$ cat src/rtl/lc3_pkg.sv
// rtl/lc3_pkg.sv - shared constants and NZP helper for the LC-3 register file
//
// Purpose: default geometry, condition-code encodings and the NZP
//          derivation used on write-back.
// Ports:   none (package).

package lc3_pkg;

   localparam int WIDTH_DEF = 16;
   localparam int DEPTH_DEF = 8;

   localparam logic [2:0] NZP_N = 3'b100;
   localparam logic [2:0] NZP_Z = 3'b010;
   localparam logic [2:0] NZP_P = 3'b001;

   // Callers sign-extend their data to this width, so one helper serves
   // every register width up to 64 bits.
   localparam int NZP_DATA_W = 64;

   function automatic logic [2:0] nzp_of(input logic [NZP_DATA_W-1:0] data);
      if (data[NZP_DATA_W-1]) begin
         return NZP_N;
      end else if (data == '0) begin
         return NZP_Z;
      end else begin
         return NZP_P;
      end
   endfunction

endpackage

$ cat src/rtl/lc3_sb_bank.sv
// rtl/lc3_sb_bank.sv - per-register busy scoreboard for in-flight writes
//
// Purpose: one busy bit per architectural register. Decode reserves the
//          destination, write-back clears it.
// Ports:
//   clk, rst_n  clock, synchronous active-low reset
//   rsv, rsv_dr reserve request and register index
//   clr, clr_dr write-back clear request and register index
//   busy        registered busy bits, bit k = register k

module lc3_sb_bank #(
   parameter int DEPTH = 8,
   parameter int AW    = 3
) (
   input  logic             clk,
   input  logic             rst_n,
   input  logic             rsv,
   input  logic [AW-1:0]    rsv_dr,
   input  logic             clr,
   input  logic [AW-1:0]    clr_dr,
   output logic [DEPTH-1:0] busy
);

   always_ff @(posedge clk) begin
      if (!rst_n) begin
         busy <= '0;
      end else begin
         for (int k = 0; k < DEPTH; k++) begin
            // Reserve beats clear: a same-cycle write-back retires the old
            // producer while the newly issued producer is still pending.
            if (rsv && (rsv_dr == AW'(k))) begin
               busy[k] <= 1'b1;
            end else if (clr && (clr_dr == AW'(k))) begin
               busy[k] <= 1'b0;
            end
         end
      end
   end

endmodule

$ cat src/rtl/lc3_regfile_sb.sv
// rtl/lc3_regfile_sb.sv - parametrised LC-3 register file with scoreboard and NZP
//
// Purpose: DEPTH x WIDTH general-purpose registers with NRD combinational
//          read ports, optional write-to-read bypass, busy scoreboard and
//          the architectural NZP condition-code register.
// Ports:
//   clk, rst_n      clock, synchronous active-low reset
//   sr / sr_out     flattened read addresses / read data, port i at slice i
//   sr_busy         per read port: source has an outstanding reserved write
//   ld_reg, dr      write enable and address
//   wdata           write data, also the source of NZP
//   ld_cc           update NZP from wdata
//   rsv, rsv_dr     reserve (mark busy) a destination register
//   nzp             condition codes {N,Z,P}
//   busy_vec        raw registered scoreboard state

module lc3_regfile_sb
   import lc3_pkg::*;
#(
   parameter  int WIDTH  = WIDTH_DEF,
   parameter  int DEPTH  = DEPTH_DEF,
   parameter  int NRD    = 2,
   parameter  int BYPASS = 1,
   localparam int AW     = $clog2(DEPTH)
) (
   input  logic                 clk,
   input  logic                 rst_n,
   input  logic [NRD*AW-1:0]    sr,
   output logic [NRD*WIDTH-1:0] sr_out,
   output logic [NRD-1:0]       sr_busy,
   input  logic                 ld_reg,
   input  logic [AW-1:0]        dr,
   input  logic [WIDTH-1:0]     wdata,
   input  logic                 ld_cc,
   input  logic                 rsv,
   input  logic [AW-1:0]        rsv_dr,
   output logic [2:0]           nzp,
   output logic [DEPTH-1:0]     busy_vec
);

   logic [WIDTH-1:0] regs [DEPTH];
   logic [DEPTH-1:0] busy;

   always_ff @(posedge clk) begin
      if (!rst_n) begin
         for (int k = 0; k < DEPTH; k++) begin
            regs[k] <= '0;
         end
      end else if (ld_reg) begin
         regs[dr] <= wdata;
      end
   end

   always_ff @(posedge clk) begin
      if (!rst_n) begin
         nzp <= NZP_Z;
      end else if (ld_cc) begin
         nzp <= nzp_of(NZP_DATA_W'($signed(wdata)));
      end
   end

   lc3_sb_bank #(
      .DEPTH (DEPTH),
      .AW    (AW)
   ) u_sb_bank (
      .clk    (clk),
      .rst_n  (rst_n),
      .rsv    (rsv),
      .rsv_dr (rsv_dr),
      .clr    (ld_reg),
      .clr_dr (dr),
      .busy   (busy)
   );

   assign busy_vec = busy;

   for (genvar i = 0; i < NRD; i++) begin : g_rd
      logic [AW-1:0] addr;
      logic          hit;

      assign addr = sr[i*AW +: AW];
      // A matching write this cycle both supplies the data and retires the
      // pending producer, so the port sees it as not busy.
      assign hit  = (BYPASS != 0) && ld_reg && (dr == addr);

      assign sr_out[i*WIDTH +: WIDTH] = hit ? wdata : regs[addr];
      assign sr_busy[i]               = busy[addr] & ~hit;
   end

endmodule

$ cat config.mk
export PLATFORM = sky130hd
export DESIGN_NAME = lc3_regfile_sb
export DESIGN_NICKNAME = d
export VERILOG_FILES = /design/src/rtl/lc3_pkg.sv /design/src/rtl/lc3_sb_bank.sv /design/src/rtl/lc3_regfile_sb.sv
export SDC_FILE = /design/constraint.sdc
export NUM_CORES = 1
export LEC_CHECK = 0
export ABC_AREA = 1
export BUFFER_PORTS_ARGS = -buffer_cell sky130_fd_sc_hd__buf_2
export CORE_MARGIN = 2
export CORE_UTILIZATION = 57
export DETAILED_ROUTE_END_ITERATION = 8
export PLACE_DENSITY = 0.87
export SYNTH_ARGS = -nofsm -noshare
export SYNTH_HDL_FRONTEND = slang
export SYNTH_SLANG_ARGS = --single-unit
$ cat constraint.sdc
create_clock -name clk -period 2.33 [get_ports clk]
set_input_delay 0.233 -clock clk [delete_from_list [all_inputs] [get_ports clk]]
set_output_delay 0.233 -clock clk [all_outputs]
set_load 0.02 [all_outputs]
==> flow_metrics.py, run 1 <==
metrics = {
    "layout": {
        "layout_commonest_cell": "nand2_1",
        "regArea_sq_mm": 0.00406,
        "final_cells": 1417,
        "nNetsFinal": 1253,
        "final_cell_mix": "nand2_1, nand3_1, inv_1, nor2_1, edfxtp_1",
        "fillers": 1165,
        "drive_gt1_frac": 0.136,
        "post-route-util": 0.660,
        "fin_area_sq_mm": 0.00956,
        "multi_input_area_sq_mm": 0.00339,
        "syn_to_final_growth_pct": 13.2,
        "n_antenna_cell": 0,
    },
    "route": {
        "drt_first_iter_violations": 1364,
        "via_count": 8419,
        "wl_met1_um": 9570,
        "drtPass1Iterations": 7,
        "wl_per_cell_um": 18.8,
        "vias_per_cell": 5.94,
        "top_layer": "met4",
        "drt-total-wl_um": 26600,
        "final_antenna_net_count": 0,
        "route.met3.wl_um": 4330,
        "drc": 0,
        "wl_met2_um": 11300,
    },
    "synth": {
        "ys_ff_latch": 139,
        "synthCells": 1157,
        "syn_area_sq_mm": 0.00844,
        "syn_avg_cell_area_sq_um": 7.30,
        "ys_top_cells_by_area": "edfxtp_1, nand2_1, nand3_1, inv_1, nor2_1",
        "synth_nets": 1190,
        "synth.distinct_cells": 29,
        "yosysSeqAreaShare": 0.481,
        "yosys_warnings": 0,
        "yosys.area.top_type": "edfxtp_1",
        "synth_top_area_frac": 0.455,
    },
    "clock_tree": {
        "cts.sinks": 139,
        "cts_post_setup_buffers_inserted": 0,
        "numCtsBuffers": 17,
        "cts_hold_buf": 0,
        "clock_tree.root_cell": "clkbuf_16",
        "cts_resized": 0,
        "htree_levels": 4,
        "worstSkewPairLatency_ns": 0.43,
        "clk_path_buf_depth": 2,
        "clk_pin_slew_worst_paths_ns": 0.06,
        "cts_tree": "done",
    },
    "floorplanning": {
        "dieWidth_um": 126,
        "core_sq_mm": 0.0145,
        "die_h_um": 126,
        "row_count": 44,
        "ios": 78,
        "initial_core_util": 0.583,
        "die_area_sq_mm": 0.0158,
    },
    "placement": {
        "place.port_buffers": 77,
        "place_congestion": 0.936,
        "dpl.hpwl_um": 16300,
        "dp.cells": 1385,
        "place_area_sq_mm": 0.00897,
    },
    "setup_path": {
        "cp_top_family": "buffers and inverters",
        "crit_top_cell": "nand3_1",
        "crit_path_end_kind": "output pin",
        "worst-path-stages": 8,
        "critPathMaxFanout": 70,
        "worst-path-buf-inv": 3,
        "cp.arrival_ns": 1.81,
        "critical_path_required_ns": 2.10,
        "path_cells": "buf_2, buf_4, nand2_1, nand3_1, nand3_1, nand3_1, nand2_1, buf_2",
        "reg2regPathDepth": 2,
        "path_class": "input port to output pin",
        "start_kind": "input port",
        "max_stage_delay_ns": 0.64,
        "crit_slowest_cell": "buf_4",
    },
    "timing": {
        "finClkSkew_ns": 0,
        "finalSetupViolCount": 0,
        "fin_setup_tns_ns": 0,
        "finalHoldViolations": 0,
        "slew_headroom": 0.445,
        "fin_crit_sh": 0.877,
        "rsz0062_at_grt": "no",
        "drv_slew": 0,
        "worstMarginPinSlew_ns": 0.832,
        "fmax_mhz": 489,
        "fin_crit_ns": 2.04,
    },
    "min_path": {
        "worst_hold_path_type": "input port to register",
        "min_path_cells": 3,
    },
    "grt": {
        "antenna_found_initial": 0,
        "grt_pass1_vias": 8042,
        "grt_pass1_wl_um": 41700,
        "track_usage": 0.345,
        "overflow": 0,
        "grt_max_degree": 71,
    },
    "run_status": {
        "status": "finished, final reports clean",
    },
    "job": {
        "drv_cap": 0,
    },
    "pwr": {
        "p_total_mw": 6.80,
        "peakVddDrop_mv": 0.515,
        "power_density_mw_per_mm2": 711,
        "p_leak_nw": 4.68,
    },
}
synth_stat cells:
cell	instances
nor2_1	148
buf_2	20
nand4_1	1
buf_8	1
dfxtp_1	11
inv_2	6
inv_6	1
nand4_2	2
buf_1	2
o31ai_1	1
nand2_4	2
clkbuf_1	26
inv_4	4
nand2_1	364
a21oi_1	4
nand3_1	241
nor2_2	5
nand3_2	6
inv_1	151
edfxtp_1	128
nand2_2	1
buf_6	2
o21ai_1	4
buf_4	16
o211ai_1	4
o21ai_0	3
o22ai_1	1
o32ai_1	1
clkinv_1	1
registers in the layout (all words and copies together) (netlist names):
name	flops
nzp	3
u_sb_bank.busy	8
regs	128
layout make-up:
type / instances / area share
Clock buffer: 18 / 0.0449
Inverter: 163 / 0.0656
Sequential cell: 139 / 0.425
Multi-Input combinational cell: 788 / 0.354
Tap cell: 184 / 0.0241
Timing Repair Buffer: 111 / 0.0697
Clock inverter: 14 / 0.0161
power breakdown:
group / switching (mW) / internal (mW)
Combinational: 0.847 / 0.334
Clock: 1.03 / 1.66
Sequential: 0.0451 / 2.87
Total: 1.93 / 4.87
per-stage QoR:
stage / setup slack (ns) / hold WS, ns
2_1_floorplan: 0.670 / 0.336
3_3_place_gp: 0.472 / 0.472
3_5_place_dp: 0.437 / 0.475
4_1_cts: 0.393 / 0.0511
5_1_grt: 0.212 / 0.0829
6_report: 0.286 / 0.0606
worst register-to-register path, cell delays in order, from the launching register on:
cell	delay [ns]
dfxtp_1	0.40
nand3_1	0.09
o31ai_1	0.08
kinds of logic (layout without fill, tap and decap cells):
| kind of cell | Yosys count | after routing | synth area share |
|---|---|---|---|
| AND/OR/NAND/NOR | 770 | 770 | 0.389 |
| buffers and inverters | 230 | 306 | 0.117 |
| flip-flops | 139 | 139 | 0.481 |
| AO/OA/AOI/OAI | 18 | 18 | 0.0127 |
per-layer routing:
| layer | up-vias | GRT usage |
|---|---|---|
| met4 | 0 | 0.210 |
| met3 | 142 | 0.113 |
| met1 | 3740 | 0.446 |
| li1 | 3801 | - |
| met5 | - | 0 |
| met2 | 736 | 0.506 |
path summary, 6_finish.rpt:
| kind | from | to | slack [ns] |
|---|---|---|---|
| max | sr[0] | sr_out[8] | 0.29 |
| min | ld_cc | nzp[2] | 0.06 |
| max reg2reg | u_sb_bank.busy[4] | u_sb_bank.busy[4] | 1.67 |
| min reg2reg | nzp[0] | nzp[0] | 0.49 |
Note: power is estimated with default switching activity, not from simulation.
==> run 2, diff against run 1 <==
--- a/config.mk
+++ b/config.mk
@@ -11,6 +11,7 @@
 export CORE_UTILIZATION = 57
 export DETAILED_ROUTE_END_ITERATION = 8
 export PLACE_DENSITY = 0.87
+export RECOVER_POWER = 25
 export SYNTH_ARGS = -nofsm -noshare
 export SYNTH_HDL_FRONTEND = slang
 export SYNTH_SLANG_ARGS = --single-unit
==> flow_metrics.py, run 2 (synthesis results as in run 1) <==
metrics = {
    "setup_path": {
        "critPathMaxFanout": 70,
        "start_kind": "input port",
        "path_class": "input port to output pin",
        "crit_path_end_kind": "output pin",
        "cp.arrival_ns": 1.81,
        "critical_path_required_ns": 2.10,
    },
    "route": {
        "via_count": 8497,
        "vias_per_cell": 6.00,
        "drtPass1Iterations": 8,
        "drt-total-wl_um": 26700,
        "final_antenna_net_count": 0,
        "drc": 0,
        "drt_first_iter_violations": 1350,
        "wl_per_cell_um": 18.8,
    },
    "grt": {
        "grt_pass1_vias": 8042,
        "overflow": 0,
        "antenna_found_initial": 0,
        "grt_pass1_wl_um": 41700,
        "grt_max_degree": 71,
        "track_usage": 0.345,
    },
    "clock_tree": {
        "clk_path_buf_depth": 2,
        "clk_pin_slew_worst_paths_ns": 0.06,
        "clock_tree.root_cell": "clkbuf_16",
        "cts_tree": "done",
        "htree_levels": 4,
        "cts_hold_buf": 0,
        "cts_resized": 0,
        "worstSkewPairLatency_ns": 0.42,
        "cts_post_setup_buffers_inserted": 0,
        "numCtsBuffers": 17,
        "cts.sinks": 139,
    },
    "timing": {
        "finalHoldViolations": 0,
        "fin_setup_tns_ns": 0,
        "fin_crit_sh": 0.876,
        "fmax_mhz": 490,
        "slew_headroom": 0.123,
        "holdWs_ns": 0.0614,
        "rsz0062_at_grt": "no",
        "finClkSkew_ns": 0,
        "worstMarginPinSlew_ns": 1.32,
        "finalSetupViolCount": 0,
        "drv_slew": 0,
        "fin_crit_ns": 2.04,
    },
    "layout": {
        "largest_register_ffs": 128,
        "n_antenna_cell": 0,
        "syn_to_final_growth_pct": 12.6,
        "largest-register": "regs",
        "multi_input_area_sq_mm": 0.00336,
        "nNetsFinal": 1253,
        "drive_gt1_frac": 0.125,
        "layout_commonest_cell": "nand2_1",
        "largestRegisters": "regs x128, u_sb_bank.busy x8, nzp x3",
        "post-route-util": 0.657,
        "fillers": 1181,
        "regArea_sq_mm": 0.00406,
        "final_cell_mix": "nand2_1, nand3_1, inv_1, nor2_1, edfxtp_1",
    },
    "run_status": {
        "status": "finished, final reports clean",
    },
    "placement": {
        "place.port_buffers": 77,
        "place_congestion": 0.936,
        "dpl.hpwl_um": 16300,
    },
    "floorplanning": {
        "initial_core_util": 0.583,
        "dieWidth_um": 126,
        "die_h_um": 126,
        "row_count": 44,
        "ios": 78,
        "die_area_sq_mm": 0.0158,
        "core_sq_mm": 0.0145,
    },
    "min_path": {
        "worst_hold_path_type": "input port to register",
    },
    "pwr": {
        "power_density_mw_per_mm2": 714,
        "peakVddDrop_mv": 0.520,
        "p_leak_nw": 4.66,
    },
    "job": {
        "drv_cap": 0,
    },
}
## run 2: power breakdown
part / switching (mW) / leakage [nW] / total [mW] / internal (mW)
logic: 0.844 / 3.05 / 1.18 / 0.332
clock network: 1.02 / 0.290 / 2.69 / 1.66
registers: 0.0448 / 1.32 / 2.92 / 2.87
total: 1.91 / 4.66 / 6.78 / 4.87
## run 2: path summary, 6_finish.rpt
path                            slack (ns)  cells after the start         startpoint           endpoint
worst min-delay path                  0.06                      2          rsv_dr[0]  u_sb_bank.busy[4]
worst max-delay path                  0.29                      8              sr[0]          sr_out[8]
worst min register to register        0.48                      2             nzp[0]             nzp[0]
worst max register to register        1.64                      2  u_sb_bank.busy[1]  u_sb_bank.busy[1]
## run 2: area by class of cell
class | instances | area share
well taps | 184 | 0.0242
flip-flops and latches | 139 | 0.427
repair buffers | 111 | 0.0678
clock buffers | 18 | 0.0451
multi-input cells | 788 | 0.353
clock inverters | 14 | 0.0162
inverters | 163 | 0.0659
## run 2: layer usage
metal | wire (um) | GRT usage | up-vias | part of all wire
li1 | - | - | 3808 | -
met1 | 9420 | 0.446 | 3798 | 0.35
met2 | 11500 | 0.506 | 750 | 0.43
met3 | 4400 | 0.113 | 141 | 0.16
met4 | 1390 | 0.210 | 0 | 0.052
met5 | 0 | 0 | - | 0
## run 2: critical path: stages
cell and delay, ns:
buf_2 0.09, buf_4 0.64, nand2_1 0.14, nand3_1 0.14, nand3_1 0.10, nand3_1 0.16
nand2_1 0.07, buf_2 0.16
## run 2: per-stage QoR
step	cell area, sq um	power [mW]	cells	setup WS, ns
6_report	9510	6.78	1417	0.290
5_1_grt	9510	7.01	1417	0.212
4_1_cts	9560	6.77	1417	0.393
3_5_place_dp	8970	4.11	1385	0.437
3_3_place_gp	8970	4.08	1385	0.472
2_1_floorplan	8440	3.73	1157	0.670
==> run 3, diff against run 2 <==
--- a/config.mk
+++ b/config.mk
@@ -7,10 +7,12 @@
 export LEC_CHECK = 0
 export ABC_AREA = 1
 export BUFFER_PORTS_ARGS = -buffer_cell sky130_fd_sc_hd__buf_2
+export CELL_PAD_IN_SITES_DETAIL_PLACEMENT = 0
+export CELL_PAD_IN_SITES_GLOBAL_PLACEMENT = 2
 export CORE_MARGIN = 2
-export CORE_UTILIZATION = 57
+export CORE_UTILIZATION = 37
 export DETAILED_ROUTE_END_ITERATION = 8
-export PLACE_DENSITY = 0.87
+export PLACE_DENSITY = 0.95
 export RECOVER_POWER = 25
 export SYNTH_ARGS = -nofsm -noshare
 export SYNTH_HDL_FRONTEND = slang
==> flow_metrics.py, run 3 (synthesis results as in run 1) <==
metrics = {
    "setup_path": {
        "critPathMaxFanout": 45,
        "crit_slowest_cell": "buf_4",
        "start_kind": "input port",
        "crit_top_cell": "nand3_1",
        "crit_path_end_kind": "output pin",
        "critical_path_required_ns": 2.10,
        "cp.arrival_ns": 1.66,
        "path_cells": "buf_2, buf_4, nand2_1, nand3_1, nand3_1, nand3_1, nand2_1, buf_2",
        "path_class": "input port to output pin",
        "max_stage_delay_ns": 0.50,
    },
    "placement": {
        "place.port_buffers": 77,
        "dpl.hpwl_um": 18900,
        "place_congestion": 0.848,
        "dp.cells": 1496,
    },
    "grt": {
        "grt_pass1_wl_um": 45300,
        "overflow": 0,
        "grt_pass1_vias": 7486,
        "grt_max_degree": 71,
        "antenna_found_initial": 0,
        "track_usage": 0.252,
    },
    "min_path": {
        "worst_hold_path_type": "input port to register",
    },
    "route": {
        "drtPass1Iterations": 5,
        "vias_per_cell": 5.19,
        "drt-total-wl_um": 29700,
        "via_count": 7937,
        "top_layer": "met4",
        "drt_first_iter_violations": 865,
        "wl_per_cell_um": 19.4,
        "drc": 0,
        "final_antenna_net_count": 0,
        "wl_met1_um": 13000,
        "route.met3.wl_um": 1930,
        "wl_met2_um": 14100,
    },
    "clock_tree": {
        "cts.sinks": 139,
        "cts_resized": 0,
        "clock_tree.root_cell": "clkbuf_16",
        "cts_hold_buf": 0,
        "clk_pin_slew_worst_paths_ns": 0.06,
        "htree_levels": 4,
        "numCtsBuffers": 17,
        "clk_path_buf_depth": 2,
        "worstSkewPairLatency_ns": 0.43,
        "cts_post_setup_buffers_inserted": 0,
        "cts_tree": "done",
    },
    "layout": {
        "nNetsFinal": 1263,
        "final_cells": 1528,
        "fillers": 2261,
        "layout_commonest_cell": "nand2_1",
        "drive_gt1_frac": 0.127,
        "largest_register_ffs": 128,
        "largestRegisters": "regs x128, u_sb_bank.busy x8, nzp x3",
        "largest-register": "regs",
        "n_antenna_cell": 0,
        "final_cell_mix": "nand2_1, nand3_1, inv_1, nor2_1, edfxtp_1",
        "syn_to_final_growth_pct": 14.7,
    },
    "pwr": {
        "p_total_mw": 6.74,
        "power_density_mw_per_mm2": 696,
        "peakVddDrop_mv": 0.590,
        "p_leak_nw": 4.68,
    },
    "timing": {
        "fin_crit_sh": 0.813,
        "finalSetupViolCount": 0,
        "fmax_mhz": 528,
        "finalHoldViolations": 0,
        "fin_crit_ns": 1.89,
        "rsz0062_at_grt": "no",
        "slew_headroom": 0.0723,
        "fin_setup_tns_ns": 0,
        "finClkSkew_ns": 0,
        "drv_slew": 0,
        "worstMarginPinSlew_ns": 1.39,
    },
    "floorplanning": {
        "die_h_um": 155,
        "die_area_sq_mm": 0.0240,
        "dieWidth_um": 155,
        "row_count": 55,
        "core_sq_mm": 0.0225,
        "initial_core_util": 0.375,
        "ios": 78,
    },
    "run_status": {
        "status": "finished, final reports clean",
    },
    "job": {
        "drv_cap": 0,
    },
}
-- run 3: final timing paths --
path                     startpoint  cells past startpoint                end  slack (ns)
setup / recovery              sr[3]                      8         sr_out[28]        0.44
hold / removal                ld_cc                      3             nzp[2]        0.05
setup reg to reg  u_sb_bank.busy[0]                      2  u_sb_bank.busy[0]        1.59
hold reg to reg              nzp[0]                      2             nzp[0]        0.47
-- run 3: worst max-delay path: cells and delay by family --
family                 cells  cell delay, ns
buffers and inverters      3            0.84
and+or+nand+nor            5            0.54
-- run 3: through the flow --
step / area (sq um) / setup slack [ns] / util / hold WS [ns]
2_1_floorplan: 8440 / 0.670 / - / 0.336
3_3_place_gp: 9190 / 0.480 / 0.408 / 0.458
3_5_place_dp: 9190 / 0.480 / 0.408 / 0.459
4_1_cts: 9750 / 0.479 / 0.433 / 0.0447
5_1_grt: 9680 / 0.344 / 0.430 / 0.0620
6_report: 9680 / 0.437 / 0.430 / 0.0525
-- run 3: cell type report --
class	instances	area, sq um	share of cell area
repair buffers	121	721	0.0744
well taps	285	357	0.0368
clock inverters	13	128	0.0132
inverters	163	627	0.0647
multi-input cells	788	3360	0.347
flip-flops and latches	139	4060	0.420
clock buffers	19	433	0.0447
-- run 3: layer usage --
layer / up-vias / track usage
li1: 3821 / -
met1: 3730 / 0.349
met2: 336 / 0.416
met3: 50 / 0.0312
met4: 0 / 0.0736
met5: - / 0
-- run 3: power by group --
group          switching, mW  total [mW]  internal, mW
sequential            0.0447        2.92          2.87
combinational          0.853        1.20         0.346
clock                   1.06        2.62          1.56
